## src/rtl/ntt_pkg.sv

```systemverilog
// Shared defaults, FSM encoding and the bit-reversal helper for the NTT BRAM stream front/back end.
package ntt_pkg;

    localparam int NTT_DW   = 18;
    localparam int NTT_AW   = 14;
    localparam int NTT_LOGN = 14;

    typedef enum logic [1:0] {
        IDLE   = 2'd0,
        LOAD   = 2'd1,
        UNLOAD = 2'd2,
        DONE   = 2'd3
    } ntt_state_e;

    // Bit i of k moves to bit logn-1-i; bits at or above logn come out zero.
    function automatic logic [31:0] bitrev(input logic [31:0] k, input int logn);
        logic [31:0] r;
        r = '0;
        for (int i = 0; i < 32; i++) begin
            if (i < logn) begin
                r[5'(logn - 1 - i)] = k[5'(i)];
            end
        end
        return r;
    endfunction

endpackage

```

## src/rtl/ntt_out_fifo2.sv

```systemverilog
// Two-entry output FIFO; push and pop may happen in the same cycle, head is registered.
module ntt_out_fifo2 #(
    parameter int DW = 18
) (
    input  logic          clk_i,
    input  logic          rst_i,
    input  logic          push_i,
    input  logic [DW-1:0] din_i,
    input  logic          pop_i,
    output logic [DW-1:0] dout_o,
    output logic          valid_o,
    output logic [1:0]    count_o
);

    logic [DW-1:0] mem_q [0:1];
    logic          rd_ptr_q;
    logic          wr_ptr_q;
    logic [1:0]    count_q;
    logic          pop_ok;
    logic          push_ok;

    assign pop_ok  = pop_i && (count_q != 2'd0);
    assign push_ok = push_i && ((count_q != 2'd2) || pop_ok);

    always_ff @(posedge clk_i) begin
        if (push_ok) begin
            mem_q[wr_ptr_q] <= din_i;
        end
    end

    always_ff @(posedge clk_i) begin
        if (rst_i) begin
            rd_ptr_q <= 1'b0;
            wr_ptr_q <= 1'b0;
            count_q  <= 2'd0;
        end else begin
            if (push_ok) begin
                wr_ptr_q <= ~wr_ptr_q;
            end
            if (pop_ok) begin
                rd_ptr_q <= ~rd_ptr_q;
            end
            count_q <= count_q + {1'b0, push_ok} - {1'b0, pop_ok};
        end
    end

    assign dout_o  = mem_q[rd_ptr_q];
    assign valid_o = (count_q != 2'd0);
    assign count_o = count_q;

endmodule

```

## src/rtl/ntt_bram_stream_io.sv

```systemverilog
// Stream load/unload engine for the NTT coefficient BRAM: writes N words (optionally bit-reversed)
// and reads them back in natural order through a 2-entry skid FIFO that hides the BRAM read latency.
module ntt_bram_stream_io
    import ntt_pkg::*;
#(
    parameter int DW     = NTT_DW,
    parameter int AW     = NTT_AW,
    parameter int LOGN   = NTT_LOGN,
    parameter bit BITREV = 1'b1
) (
    input  logic          clk,
    input  logic          rst,
    input  logic          start_load,
    input  logic          start_unload,
    input  logic          in_valid,
    output logic          in_ready,
    input  logic [DW-1:0] in_data,
    output logic          out_valid,
    input  logic          out_ready,
    output logic [DW-1:0] out_data,
    output logic          bram_wr_en,
    output logic [AW-1:0] bram_wr_addr,
    output logic [DW-1:0] bram_wr_din,
    output logic [AW-1:0] bram_rd_addr,
    input  logic [DW-1:0] bram_rd_dout,
    output logic          busy,
    output logic          done,
    output logic [1:0]    dbg_state
);

    localparam int            CW      = LOGN + 1;
    localparam logic [CW-1:0] N_WORDS = {1'b1, {LOGN{1'b0}}};
    localparam logic [CW-1:0] LAST    = N_WORDS - 1'b1;

    // Handshakes: a word moves on in_* (or out_*) only in a cycle where valid and ready are both high;
    // ready never depends on valid, and out_data/out_valid hold steady while out_ready is low.

    ntt_state_e    state_q, state_d;
    logic [CW-1:0] cnt_q, cnt_d;
    logic [AW-1:0] rd_addr_q, rd_addr_d;
    logic          inflight_q, inflight_d;

    logic          fifo_pop;
    logic [1:0]    fifo_count;
    logic [2:0]    occ;

    ntt_out_fifo2 #(.DW(DW)) u_fifo (
        .clk_i   (clk),
        .rst_i   (rst),
        .push_i  (inflight_q),
        .din_i   (bram_rd_dout),
        .pop_i   (fifo_pop),
        .dout_o  (out_data),
        .valid_o (out_valid),
        .count_o (fifo_count)
    );

    assign fifo_pop = out_valid && out_ready;
    // Slots committed after this edge: queued words minus the one leaving now, plus the read in flight.
    assign occ      = {1'b0, fifo_count} + {2'b00, inflight_q} - {2'b00, fifo_pop};

    always_comb begin
        state_d      = state_q;
        cnt_d        = cnt_q;
        rd_addr_d    = rd_addr_q;
        inflight_d   = 1'b0;
        in_ready     = 1'b0;
        bram_wr_en   = 1'b0;
        bram_wr_addr = '0;

        case (state_q)
            IDLE: begin
                if (start_load) begin
                    state_d = LOAD;
                    cnt_d   = '0;
                end else if (start_unload) begin
                    // Word 0 is read in the start cycle so the first output appears two cycles later.
                    state_d    = UNLOAD;
                    rd_addr_d  = '0;
                    inflight_d = 1'b1;
                    cnt_d      = {{(CW-1){1'b0}}, 1'b1};
                end
            end
            LOAD: begin
                in_ready = 1'b1;
                if (in_valid) begin
                    bram_wr_en   = 1'b1;
                    bram_wr_addr = BITREV ? AW'(bitrev(32'(cnt_q), LOGN)) : AW'(cnt_q);
                    cnt_d        = cnt_q + 1'b1;
                    if (cnt_q == LAST) begin
                        state_d = DONE;
                    end
                end
            end
            UNLOAD: begin
                if ((cnt_q != N_WORDS) && (occ < 3'd2)) begin
                    rd_addr_d  = AW'(cnt_q);
                    inflight_d = 1'b1;
                    cnt_d      = cnt_q + 1'b1;
                end
                if ((cnt_q == N_WORDS) && !inflight_q && (fifo_count == 2'd1) && fifo_pop) begin
                    state_d = DONE;
                end
            end
            DONE: begin
                state_d = IDLE;
            end
            default: begin
                state_d = IDLE;
            end
        endcase
    end

    always_ff @(posedge clk) begin
        if (rst) begin
            state_q    <= IDLE;
            cnt_q      <= '0;
            rd_addr_q  <= '0;
            inflight_q <= 1'b0;
        end else begin
            state_q    <= state_d;
            cnt_q      <= cnt_d;
            rd_addr_q  <= rd_addr_d;
            inflight_q <= inflight_d;
        end
    end

    assign bram_wr_din  = in_data;
    assign bram_rd_addr = rd_addr_d;
    assign busy         = (state_q != IDLE);
    assign done         = (state_q == DONE);
    assign dbg_state    = state_q;

endmodule

```

## config.mk

```make
export PLATFORM = sky130hd
export DESIGN_NAME = ntt_bram_stream_io
export DESIGN_NICKNAME = d
export VERILOG_FILES = /design/src/rtl/ntt_pkg.sv /design/src/rtl/ntt_out_fifo2.sv /design/src/rtl/ntt_bram_stream_io.sv
export SDC_FILE = /design/constraint.sdc
export NUM_CORES = 1
export LEC_CHECK = 0
export CAP_MARGIN = 20
export CORE_MARGIN = 5
export CORE_UTILIZATION = 50
export CTS_CLUSTER_DIAMETER = 200
export CTS_CLUSTER_SIZE = 28
export DETAILED_ROUTE_END_ITERATION = 12
export HOLD_SLACK_MARGIN = 0.05
export PLACE_DENSITY = 0.85
export SLEW_MARGIN = 5
export SYNTH_ARGS = -nofsm -noshare
export SYNTH_HDL_FRONTEND = slang
export SYNTH_HIERARCHICAL = 1
export SYNTH_SLANG_ARGS = --single-unit
```

## constraint.sdc

```tcl
create_clock -name clk -period 6.67 [get_ports clk]
set_input_delay 1.334 -clock clk [delete_from_list [all_inputs] [get_ports clk]]
set_output_delay 1.334 -clock clk [all_outputs]
set_load 0.02 [all_outputs]
```

==> impl_metrics.py, run 1 <==
metrics = {
    "status": {
        "status": "complete, no violations",
    },
    "setup_path": {
        "max_stage_delay_ps": 560,
        "rr_worst_depth": 11,
        "cp-start-kind": "input pin",
        "cp_common_cell": "clkdlybuf4s50_1",
        "cp_cell_sequence": "clkdlybuf4s50_1 > nand2_1 > inv_1 > ha_1 > nand2b_1 > fa_1 > xor2_2 > o21ai_2 > nand3_2 > a22o_4 > clkdlybuf4s50_1",
        "worstPathRequired_ps": 5340,
        "worstSetupEndpointType": "output port",
        "slowest_stage": "clkdlybuf4s50_1",
        "arrival_ps": 4560,
        "path_class": "input pin to output port",
        "path_max_fanout": 14,
    },
    "routing": {
        "drt_iter0_markers": 108,
        "wl_per_cell_um": 17.2,
        "wirelength_um": 8280,
        "vias": 2685,
        "ant_nets": 0,
        "viasPerCell": 5.56,
        "drt-pass1-iter-count": 4,
        "drc": 0,
    },
    "yosys": {
        "synthesis.nets": 374,
        "ys_seq_area_frac": 0.504,
        "post-synth-top-area-cell": "edfxtp_1",
        "ys_types": 57,
        "synthArstFlopShare": 0,
        "synth_area_um2": 3610,
        "syn_avg_cell_area_um2": 11.2,
        "synth_common_cells": "dfxtp_1, edfxtp_1, buf_4",
        "yosys_register_bits": 73,
        "synth_top_area_share": 0.299,
        "yosysMostFrequentCell": "dfxtp_1",
        "synth_flop_cell": "dfxtp_1",
        "ys_top_cells_by_area": "edfxtp_1, dfxtp_1, mux2_2, buf_4, ha_1",
        "synth_edf_count": 36,
        "syn_inst": 322,
        "yosysWarningCount": 6,
    },
    "die": {
        "die_area_um2": 9030,
        "rows": 31,
        "io_pins": 113,
        "fp.coreArea_um2": 7140,
        "initial_core_util": 0.506,
        "die_w_um": 95.0,
        "die_height_um": 95.0,
    },
    "global_route": {
        "grt_pass1_wl_um": 13000,
        "antenna_found_initial": 0,
        "overflow": 0,
        "grt_max_degree": 26,
        "track_usage": 0.185,
        "grt_pass1_vias": 2596,
    },
    "power_and_ir_drop": {
        "p_per_area_nw_per_um2": 313,
        "leakagePower_nw": 1.65,
        "finalPower_mw": 1.42,
        "max-vdd-ir-drop_mv": 0.150,
    },
    "sta": {
        "drv_slew": 0,
        "rsz0062_at_grt": "false",
        "tightest_slew_ps": 943,
        "finalHoldViolations": 0,
        "whs_ps": 514,
        "finalSetupViolCount": 0,
        "relSlewSlack": 0.370,
        "period_share": 0.883,
        "fin_tns_setup_ps": 0,
        "max_freq_mhz": 170,
        "skew_ps": 9.26,
        "layout_setup_ws_ps": 781,
        "post-route-min-period_ps": 5890,
    },
    "clock_tree": {
        "root_buffer": "clkbuf_8",
        "cts.clk_slew.worst_paths_ps": 80,
        "post-cts-setup-buffer-count": 0,
        "cts-resized-gates": 0,
        "tritoncts": "yes",
        "htreeDepth": 3,
        "cts_made_buffers": 9,
        "ctsHoldBuffers": 0,
        "clkLatencyLatePin_ps": 340,
        "clockBufferDepth": 2,
        "clock-sinks": 73,
    },
    "worst_hold_path": {
        "hold_path.class": "register to register",
        "whs_path_depth": 2,
    },
    "placed_design": {
        "globalplace.congestion": 0.879,
        "io_buffer_count": 76,
        "placed_cells": 467,
        "place.detailed.hpwl_um": 5740,
        "post-place-ws_ps": 784,
    },
    "finish": {
        "antennaDiodeCount": 0,
        "final_layout_size_suffix_gt1_frac": 0.156,
        "num-fill-cells": 588,
        "fin_nets": 431,
        "stdcell_count": 483,
        "syn_to_final_growth_pct": 25.1,
    },
    "flow_run": {
        "maxCapViolations": 0,
    },
}
==> worst paths after layout <==
| check | start | slack [ps] | endpoint |
|---|---|---|---|
| hold / removal | cnt_q[14] | 510 | cnt_q[14] |
| setup / recovery | out_ready | 780 | bram_rd_addr[13] |
| hold reg to reg | cnt_q[14] | 510 | cnt_q[14] |
| setup reg to reg | u_fifo/count_o[1] | 3100 | cnt_q[11] |
==> routing by layer <==
layer | GRT usage | wire length (um)
met2 | 0.297 | 3850
met5 | 0 | 0
met1 | 0.242 | 3630
met4 | 0.0529 | 102
met3 | 0.0560 | 697
==> layout make-up <==
| cell class | instances | area, um^2 | area share |
|---|---|---|---|
| inverters | 19 | 71.3 | 0.0158 |
| repair buffers | 79 | 783 | 0.173 |
| clock inverters | 7 | 93.8 | 0.0208 |
| flip-flops and latches | 73 | 1820 | 0.403 |
| clock buffers | 9 | 124 | 0.0274 |
| well taps | 99 | 124 | 0.0274 |
| multi-input cells | 197 | 1500 | 0.332 |
==> cells in the final DEF (no fill, tap or decap), drive strengths merged, types with 3 or more instances in the layout <==
cell type and count:
clkdlybuf4s50 76, dfxtp 37, edfxtp 36, inv 20, mux2 19, and2 17, a21oi 16, o21ai 16
and3 14, a22o 14, nand2 13, nor2 11, or4 10, ha 9, clkbuf 9, nand3 7
nand4 6, o21a 4, or3 4, nor3 4, or2 3, buf 3, nor4b 3, and4 3
clkinv 3
==> power by group <==
group	leakage, nW	switching (mW)	total (mW)	internal [mW]
Sequential	0.626	0.0352	0.555	0.519
Combinational	0.916	0.283	0.485	0.202
Clock	0.107	0.166	0.376	0.210
Total	1.65	0.484	1.42	0.932
==> metrics by stage <==
stage | instance area [um^2] | util
6_report | 4520 | 0.633
3_5_place_dp | 4300 | 0.603
2_1_floorplan | 3610 | -
3_3_place_gp | 4300 | 0.603
5_1_grt | 4520 | 0.633
4_1_cts | 4520 | 0.633
==> registers in the layout, indices dropped and copies added, names as in the netlist, named ones only <==
register,cells
u_fifo/wr_ptr_q,1
u_fifo/count_o,2
cnt_q,15
u_fifo/rd_ptr_q,1
inflight_q,1
rd_addr_q,14
dbg_state,2
u_fifo/mem_q,36
==> worst max-delay path: cells and delay by family <==
family          cells  cell delay [ps]
fa+ha+maj           2              660
buf+inv             3             1170
xor+xnor            1              210
simple gates        3              560
compound gates      2              610
==> logic make-up after synthesis <==
family,share of synthesized area
flops,0.504
xor+xnor,0.0118
simple gates,0.186
compound gates,0.121
fa+ha+maj,0.0367
buf+inv,0.0803
mux,0.0602
Note: power is estimated with default switching activity, not from simulation.
==> run 2: changes to the inputs <==
CORE_UTILIZATION = 40   (was 50)
PLACE_DENSITY = 0.7   (was 0.85)
==> run 2 against run 1 <==
Critical path depth unchanged. Final cell count is 1.9% higher. Die area rose by 22%. Sequential share of layout area down 0.10 points. Setup slack better by 86 ps. Core utilization shrank 12 points. Wire length rose by 1.5%. Cell area up 0.25%. First-iteration DRC count up 41%. Highest routed layer unchanged.
==> impl_metrics.py, run 2 (same netlist as run 1, synthesis figures left out) <==
metrics = {
    "global_route": {
        "globalRouteMet3Util": 0.0543,
        "grt_use_met1": 0.194,
        "track_usage": 0.153,
        "met2_usage": 0.249,
        "grt_max_degree": 26,
        "grt_pass1_wl_um": 13800,
        "grt_pass1_vias": 2706,
        "antenna_found_initial": 0,
        "busiest_layer": "met2",
        "overflow": 0,
    },
    "sta": {
        "finalHoldViolations": 0,
        "period_share": 0.870,
        "fin_tns_setup_ps": 0,
        "rsz0062_at_grt": "false",
        "skew_ps": 8.34,
        "max_freq_mhz": 172,
        "drv_slew": 0,
        "relSlewSlack": 0.393,
        "post-route-min-period_ps": 5800,
        "tightest_slew_ps": 907,
        "layout_setup_ws_ps": 867,
        "finalSetupViolCount": 0,
    },
    "setup_path": {
        "cp_cell_sequence": "clkdlybuf4s50_1 > nand2_1 > inv_1 > ha_1 > nand2b_1 > fa_1 > xor2_2 > o21ai_2 > nand3_2 > a22o_2 > clkdlybuf4s50_1",
        "rr_startpoint": "u_fifo/count_o[1]",
        "cp-start-kind": "input pin",
        "worstSetupEndpointType": "output port",
        "arrival_ps": 4470,
        "worstPathRequired_ps": 5340,
        "path_max_fanout": 14,
        "r2r_slack_ps": 3150,
        "crit_buf_inv": 3,
        "path_class": "input pin to output port",
        "slowest_stage": "clkdlybuf4s50_1",
        "rr_worst_depth": 11,
        "max_stage_delay_ps": 560,
        "cp_common_cell": "clkdlybuf4s50_1",
        "worstSetupPathDepth": 11,
        "rr_endpoint": "cnt_q[11]",
        "crit_family": "buffers and inverters",
    },
    "die": {
        "die_w_um": 105,
        "io_pins": 113,
        "initial_core_util": 0.412,
        "die_area_um2": 11000,
        "fp.coreArea_um2": 8760,
        "die_height_um": 105,
        "rows": 34,
    },
    "finish": {
        "top_regs": "u_fifo/mem_q: 36 flops, cnt_q: 15 flops, rd_addr_q: 14 flops",
        "multi_input_area_um2": 1500,
        "stdcell_count": 492,
        "num-fill-cells": 780,
        "fin_nets": 431,
        "layout_commonest_cell": "clkdlybuf4s50_1",
        "regArea_um2": 1820,
        "most-common-layout-cells": "clkdlybuf4s50_1, dfxtp_1, edfxtp_1",
        "largest_register_ffs": 36,
        "syn_to_final_growth_pct": 25.4,
        "final_layout_size_suffix_gt1_frac": 0.156,
        "regMostFlops": "u_fifo/mem_q",
        "antennaDiodeCount": 0,
        "stdcell_area_um2": 4530,
    },
    "power_and_ir_drop": {
        "switchingPower_mw": 0.481,
        "leakagePower_nw": 1.65,
        "pwr-share-comb": 0.338,
        "max-vdd-ir-drop_mv": 0.106,
        "p_sw_frac": 0.340,
        "seq_power_share": 0.392,
        "power.internal_mw": 0.934,
        "p_per_area_nw_per_um2": 312,
        "finalPower_mw": 1.42,
        "clkPwrFrac": 0.269,
    },
    "routing": {
        "wl_per_cell_um": 17.1,
        "vias": 2664,
        "ant_nets": 0,
        "drc": 0,
        "viasPerCell": 5.41,
        "drt-pass1-iter-count": 4,
        "wirelength_um": 8410,
        "drt_iter0_markers": 152,
    },
    "worst_hold_path": {
        "holdPathEnd": "cnt_q[14]",
        "whs_path_depth": 2,
        "hold_path.class": "register to register",
        "worstHoldStart": "cnt_q[14]",
    },
    "clock_tree": {
        "clock-sinks": 73,
        "root_buffer": "clkbuf_8",
        "cts.clk_slew.worst_paths_ps": 70,
        "ctsHoldBuffers": 0,
        "post-cts-setup-buffer-count": 0,
        "cts_made_buffers": 9,
        "clkLatencyLatePin_ps": 340,
        "tritoncts": "yes",
        "cts-resized-gates": 0,
        "clockBufferDepth": 2,
        "htreeDepth": 3,
    },
    "flow_run": {
        "maxCapViolations": 0,
    },
    "placed_design": {
        "dpl_cell_area_um2": 4310,
        "io_buffer_count": 76,
        "place.detailed.hpwl_um": 5840,
        "post-place-ws_ps": 839,
        "globalplace.congestion": 0.799,
        "placed_cells": 476,
    },
    "status": {
        "status": "complete, no violations",
    },
}
==> run 2: changes by cell type in the layout (fill, tap and decap cells not counted) <==
cell and change:
clkinv_1 -1, inv_6 +1, clkinv_4 -1, clkbuf_1 +1
==> run 2: per-stage QoR <==
step / hold WS (ps) / util
CTS: 515 / 0.517
finish: 507 / 0.517
global placement: 477 / 0.492
global route: 545 / 0.517
floorplan: 461 / -
detailed placement: 493 / 0.492
==> run 2: how the worst max path moves through the flow <==
stage / from / endpoint / slack, ps
2_1_floorplan: out_ready / bram_rd_addr[0] / 2060
6_report: out_ready / bram_rd_addr[7] / 870
3_5_place_dp: out_ready / bram_rd_addr[7] / 840
4_1_cts: out_ready / bram_rd_addr[7] / 830
5_1_grt: out_ready / bram_rd_addr[6] / 710
3_3_place_gp: out_ready / bram_rd_addr[7] / 880
==> run 2: worst reg2reg max path, cell delays in order (launching register included) <==
cell and delay, ps:
dfxtp_1 420, or2_2 350, nand2_1 80, inv_1 80
ha_1 290, nand2b_1 150, fa_1 410, xor2_2 220
o21ai_2 210, nand4_1 440, or4_1 650, a21oi_1 150
==> run 2: metal layers <==
layer / wire length [um] / share of wire / vias to the layer above
met5: 0 / 0 / -
met4: 77 / 0.0092 / 0
met3: 502 / 0.060 / 8
met2: 4110 / 0.49 / 86
met1: 3730 / 0.44 / 1299
li1: - / - / 1271
==> run 2: area by class of cell <==
cell class,count,area share
Timing Repair Buffer,79,0.173
Tap cell,108,0.0298
Clock buffer,10,0.0282
Inverter,19,0.0157
Multi-Input combinational cell,197,0.331
Sequential cell,73,0.402
Clock inverter,6,0.0199
==> run 2: power groups by stage <==
stage	combinational, mW	sequential (mW)	clock (mW)
after floorplan	0.344	0.559	0
after global placement	0.470	0.564	0
after detailed placement	0.481	0.567	0
after CTS	0.483	0.557	0.391
after global routing	0.524	0.564	0.414
final	0.479	0.556	0.381
